**src/rtl/cta_scheduler.sv**
```systemverilog
// CTA dispatcher for one SM: walks a 3-D grid in x-major order, binds each CTA to the
// lowest free enabled slot, keeps per-slot ctaids and reports completion once all CTAs exit.
module cta_scheduler #(
    parameter int NUM_SLOTS = 8,
    parameter int SLOT_LOG  = 3,
    parameter int ID_W      = 16,
    parameter int CNT_W     = 32
) (
    input  logic                 clk,
    input  logic                 reset,
    input  logic                 launch_i,
    input  logic [ID_W-1:0]      nctaid_x_i,
    input  logic [ID_W-1:0]      nctaid_y_i,
    input  logic [ID_W-1:0]      nctaid_z_i,
    input  logic [NUM_SLOTS-1:0] slotEnMask_i,
    input  logic                 stall_i,
    input  logic                 exit_valid_i,
    input  logic [SLOT_LOG-1:0]  exit_slot_i,
    input  logic [SLOT_LOG-1:0]  query_slot_i,
    output logic [ID_W-1:0]      ctaid_x_o,
    output logic [ID_W-1:0]      ctaid_y_o,
    output logic [ID_W-1:0]      ctaid_z_o,
    output logic [NUM_SLOTS-1:0] slotRunMask_o,
    output logic                 dispatch_valid_o,
    output logic [SLOT_LOG-1:0]  dispatch_slot_o,
    output logic                 busy_o,
    output logic                 kernelDone_o,
    output logic [CNT_W-1:0]     dispatched_o,
    output logic [CNT_W-1:0]     retired_o,
    output logic                 exitErr_o,
    output logic [1:0]           fsm_state_o
);

    typedef enum logic [1:0] {
        ST_IDLE     = 2'd0,
        ST_DISPATCH = 2'd1,
        ST_DRAIN    = 2'd2,
        ST_DONE     = 2'd3
    } state_e;

    state_e                 state_q, state_d;
    logic [ID_W-1:0]        nx_q, nx_d, ny_q, ny_d, nz_q, nz_d;
    logic [ID_W-1:0]        px_q, px_d, py_q, py_d, pz_q, pz_d;
    logic [NUM_SLOTS-1:0]   run_q, run_d;
    logic                   dv_q, dv_d;
    logic [SLOT_LOG-1:0]    dslot_q, dslot_d;
    logic [CNT_W-1:0]       disp_q, disp_d, ret_q, ret_d;
    logic                   err_q, err_d;
    logic [ID_W-1:0]        idx_q [NUM_SLOTS];
    logic [ID_W-1:0]        idx_d [NUM_SLOTS];
    logic [ID_W-1:0]        idy_q [NUM_SLOTS];
    logic [ID_W-1:0]        idy_d [NUM_SLOTS];
    logic [ID_W-1:0]        idz_q [NUM_SLOTS];
    logic [ID_W-1:0]        idz_d [NUM_SLOTS];

    logic [NUM_SLOTS-1:0]   free_mask;
    logic                   free_any;
    logic [SLOT_LOG-1:0]    free_slot;
    logic                   do_dispatch;
    logic [ID_W-1:0]        nx_m1, ny_m1, nz_m1;

    // Dims are never zero while dispatching, so these cannot underflow when used.
    assign nx_m1 = nx_q - ID_W'(1);
    assign ny_m1 = ny_q - ID_W'(1);
    assign nz_m1 = nz_q - ID_W'(1);

    // Free set comes from the registered run mask, so a slot freed this cycle waits one cycle.
    always_comb begin
        free_mask = ~run_q & slotEnMask_i;
        free_any  = |free_mask;
        free_slot = '0;
        for (int i = NUM_SLOTS - 1; i >= 0; i--) begin
            if (free_mask[i]) free_slot = SLOT_LOG'(i);
        end
    end

    assign do_dispatch = (state_q == ST_DISPATCH) && !stall_i && free_any;

    always_comb begin
        state_d = state_q;
        nx_d    = nx_q;
        ny_d    = ny_q;
        nz_d    = nz_q;
        px_d    = px_q;
        py_d    = py_q;
        pz_d    = pz_q;
        run_d   = run_q;
        dv_d    = 1'b0;
        dslot_d = dslot_q;
        disp_d  = disp_q;
        ret_d   = ret_q;
        err_d   = err_q;
        idx_d   = idx_q;
        idy_d   = idy_q;
        idz_d   = idz_q;

        if (exit_valid_i) begin
            if (run_q[exit_slot_i]) begin
                run_d[exit_slot_i] = 1'b0;
                ret_d = ret_q + CNT_W'(1);
            end else begin
                err_d = 1'b1;
            end
        end

        if (do_dispatch) begin
            run_d[free_slot] = 1'b1;
            idx_d[free_slot] = px_q;
            idy_d[free_slot] = py_q;
            idz_d[free_slot] = pz_q;
            dv_d    = 1'b1;
            dslot_d = free_slot;
            disp_d  = disp_q + CNT_W'(1);
            // x-major walk; a carry out of z means the last CTA was just issued.
            if (px_q < nx_m1) begin
                px_d = px_q + ID_W'(1);
            end else begin
                px_d = '0;
                if (py_q < ny_m1) begin
                    py_d = py_q + ID_W'(1);
                end else begin
                    py_d = '0;
                    if (pz_q < nz_m1) begin
                        pz_d = pz_q + ID_W'(1);
                    end else begin
                        pz_d    = '0;
                        state_d = ST_DRAIN;
                    end
                end
            end
        end

        case (state_q)
            ST_IDLE, ST_DONE: begin
                if (launch_i) begin
                    nx_d   = nctaid_x_i;
                    ny_d   = nctaid_y_i;
                    nz_d   = nctaid_z_i;
                    px_d   = '0;
                    py_d   = '0;
                    pz_d   = '0;
                    disp_d = '0;
                    ret_d  = '0;
                    err_d  = 1'b0;
                    if ((nctaid_x_i == '0) || (nctaid_y_i == '0) || (nctaid_z_i == '0)) begin
                        state_d = ST_DONE;
                    end else begin
                        state_d = ST_DISPATCH;
                    end
                end
            end
            ST_DRAIN: begin
                if (run_d == '0) state_d = ST_DONE;
            end
            default: begin
            end
        endcase
    end

    always_ff @(posedge clk) begin
        if (reset) begin
            state_q <= ST_IDLE;
            nx_q    <= '0;
            ny_q    <= '0;
            nz_q    <= '0;
            px_q    <= '0;
            py_q    <= '0;
            pz_q    <= '0;
            run_q   <= '0;
            dv_q    <= 1'b0;
            dslot_q <= '0;
            disp_q  <= '0;
            ret_q   <= '0;
            err_q   <= 1'b0;
            for (int i = 0; i < NUM_SLOTS; i++) begin
                idx_q[i] <= '0;
                idy_q[i] <= '0;
                idz_q[i] <= '0;
            end
        end else begin
            state_q <= state_d;
            nx_q    <= nx_d;
            ny_q    <= ny_d;
            nz_q    <= nz_d;
            px_q    <= px_d;
            py_q    <= py_d;
            pz_q    <= pz_d;
            run_q   <= run_d;
            dv_q    <= dv_d;
            dslot_q <= dslot_d;
            disp_q  <= disp_d;
            ret_q   <= ret_d;
            err_q   <= err_d;
            idx_q   <= idx_d;
            idy_q   <= idy_d;
            idz_q   <= idz_d;
        end
    end

    assign ctaid_x_o        = idx_q[query_slot_i];
    assign ctaid_y_o        = idy_q[query_slot_i];
    assign ctaid_z_o        = idz_q[query_slot_i];
    assign slotRunMask_o    = run_q;
    assign dispatch_valid_o = dv_q;
    assign dispatch_slot_o  = dslot_q;
    assign busy_o           = (state_q == ST_DISPATCH) || (state_q == ST_DRAIN);
    assign kernelDone_o     = (state_q == ST_DONE);
    assign dispatched_o     = disp_q;
    assign retired_o        = ret_q;
    assign exitErr_o        = err_q;
    assign fsm_state_o      = state_q;

endmodule
```
**config.mk**
```make
export PLATFORM = sky130hd
export DESIGN_NAME = cta_scheduler
export DESIGN_NICKNAME = d
export VERILOG_FILES = /design/src/rtl/cta_scheduler.sv
export SDC_FILE = /design/constraint.sdc
export NUM_CORES = 1
export LEC_CHECK = 0
export ABC_AREA = 1
export CAP_MARGIN = 20
export CORE_MARGIN = 1.5
export CORE_UTILIZATION = 40
export DETAILED_ROUTE_END_ITERATION = 8
export SYNTH_ARGS = -nofsm -noshare
export SYNTH_HDL_FRONTEND = slang
export SYNTH_SLANG_ARGS = --single-unit
```
**constraint.sdc**
```tcl
create_clock -name clk -period 3.9 [get_ports clk]
set_input_delay 0.78 -clock clk [delete_from_list [all_inputs] [get_ports clk]]
set_output_delay 0.78 -clock clk [all_outputs]
set_load 0.005 [all_outputs]
```
==> qor.csv <==
metric,value,unit
routed_via_density,5.24,
p_per_area,430,nW/um^2
track_usage,22.8,%
worstReg2RegStart,nx_q[2],
synth-edff-count,0,
drc,0,
synthMostInstantiatedCell,o21ai_0,
ir_drop,0.000321,V
p_leak,11.3,nW
synth.top_cells.by_count,"609 x o21ai_0, 559 x dfxtp_1, 547 x a21oi_1",
hpwl,50700,um
synth_top_area_share,43.2,%
multi_input_area,12600,sq um
max_freq,275,MHz
slew_headroom,39.8,%
path_max_fanout,59,
rows,93,
seq_area_frac_synth,43.2,%
clockBufferDepth,3,
holdBufCountCts,0,
end_kind,primary output,
synth_cell_types,42,
worst_hold_path_type,flop to flop,
slowest_stage,clkdlybuf4s50_1,
synthCells,3533,
maxCapViolCount,0,
async_reset_ff_share,0,%
slew_violations,0,
drt-pass1-iter-count,5,
startpoint,query_slot_i[1],
insertion_delay,0.63,ns
rsz0062_at_grt,no,
hold_viol,0,
post_cts_resized,0,
fillers,6504,
die_area,66200,sq um
cts_sinks,559,
tightest_slew,0.903,ns
fp.dieW,257,um
cp-start-kind,primary input,
period_share,93.1,%
yosysTopAreaCell,dfxtp_1,
cp_data_arrival_time,2.85,ns
syn_avg_cell_area,7.32,sq um
ff_latch_area,11200,sq um
grt_pass1_wl,123000,um
max_stage_delay,0.60,ns
ys_warn_count,0,
instances_no_fill,4522,
setup-tns-final,0,ns
cp_cell_sequence,"buf_6, buf_4, o21ai_0, o21ai_0, buf_4, nor2_1, a31oi_1, clkdlybuf4s50_1",
grt_max_degree,130,
setup_viol,0,
cts_setup_buffers,0,
syn_nets,3657,
clock_tree.root_cell,clkbuf_16,
synth_seq_cells,559,
wl_per_cell,17.1,um
skew,0.0224,ns
start_util,40.3,%
drtIter0Drc,1569,
die_h,257,um
wl,77500,um
final_antenna_net_count,0,
clk_pin_slew,0.06,ns
synth_ff_type,dfxtp_1,
cts_made_buffers,60,
drive_gt1_share,6.60,%
syn_to_final_growth,19.1,%
cts_htree_levels,2,
min_from,idz_q[45],
nets,3743,
num_io_pins,196,
syn-cell-area,25900,sq um
numPortBuffers,195,
routabilityCongestion,0.836,
antenna_found_initial,1,
min_period,3.63,ns
coreArea,64200,sq um
cts_tree,yes,
diodes,0,
first_global_vias,21956,
crit_required,3.12,ns
worstSetupPathType,primary input to primary output,
netlist_top_cells_area,"dfxtp_1 43%, o21ai_0 12%, a21oi_1 11%, nor2_1 5.3%, nand2_1 4.7%",
vias,23699,
grt_overflow,0,
dp_cells,4412,
outcome,completed,
[per-stage QoR]
step | total power (W) | hold slack (ns) | area (sq um) | util [%] | worst slack, ns
2_1_floorplan | 0.00691 | 0.429 | 25900 | - | 0.702
3_3_place_gp | 0.00743 | 0.439 | 28700 | 44.8 | 0.259
3_5_place_dp | 0.00745 | 0.444 | 28700 | 44.8 | 0.168
4_1_cts | 0.0134 | 0.453 | 30800 | 47.9 | 0.146
5_1_grt | 0.0138 | 0.471 | 30800 | 48.0 | 0.0343
6_report | 0.0132 | 0.452 | 30800 | 48.0 | 0.268
[path summary, 6_finish.rpt]
check / slack (ns) / depth (start not counted) / to
worst max-delay path: 0.27 / 8 / ctaid_z_o[1]
worst min-delay path: 0.45 / 2 / idz_q[45]
worst max register to register: 0.40 / 21 / pz_q[11]
worst min register to register: 0.45 / 2 / idz_q[45]
[area by class of cell]
class                      instances  share of cell area (%)
tap                              855                    3.47
timing repair buffer             262                    8.74
inverter                         325                    4.00
clock buffer                      92                    5.88
multi-input combinational       2411                    40.9
sequential                       559                    36.3
clock inverter                    18                   0.731
[power by group]
part / switching (W) / internal [W] / total [W]
clock: 0.00241 / 0.00351 / 0.00591
sequential: 0.000101 / 0.00584 / 0.00594
combinational: 0.000822 / 0.000557 / 0.00138
[kinds of logic (layout without fill, tap and decap cells)]
group                    Yosys count  count (layout)  share of synthesized area, %
AO/OA/AOI/OAI                   1312            1312                          26.4
AND/OR/NAND/NOR                  937             937                          15.7
buffers and inverters            563             697                          8.37
flip-flops                       559             559                          43.2
XOR/XNOR                         105             105                          3.55
adder cells (fa/ha/maj)           57              57                          2.76
[state kept, by name, indices dropped and copies added (netlist names)]
name	count
idx_q	128
idy_q	128
idz_q	128
dispatched_o	32
retired_o	32
nx_q	16
ny_q	16
nz_q	16
px_q	16
py_q	16
pz_q	16
slotRunMask_o	8
dispatch_slot_o	3
fsm_state_o	2
dispatch_valid_o	1
exitErr_o	1
[routing by layer]
| layer | part of all wire (%) | vias up | track usage (%) |
|---|---|---|---|
| met1 | 47 | 10907 | 31.8 |
| li1 | - | 12143 | - |
| met3 | 6.2 | 109 | 4.10 |
| met2 | 45 | 538 | 36.3 |
| met4 | 1.9 | 2 | 5.78 |
| met5 | 0.0090 | - | 0 |
[critical path, delay by kind of cell]
kind	cells	cell delay [ns]
compound gates	3	0.63
buf+inv	4	1.35
simple gates	1	0.03
[cells in the final DEF (no fill, tap or decap), types with 14 or more instances in the layout]
master	count
o21ai_0	609
dfxtp_1	559
a21oi_1	547
nor2_1	361
nand2_1	318
inv_1	295
clkdlybuf4s50_1	192
nand3_1	104
xor2_1	73
clkbuf_16	61
ha_1	57
o211ai_1	51
a31oi_1	50
buf_4	48
nor3_1	45
nand4_1	33
xnor2_1	32
o21ai_1	32
inv_2	25
nor4_1	20
buf_12	19
clkbuf_8	17
clkbuf_1	14
Power figures use the tool's default switching activity.
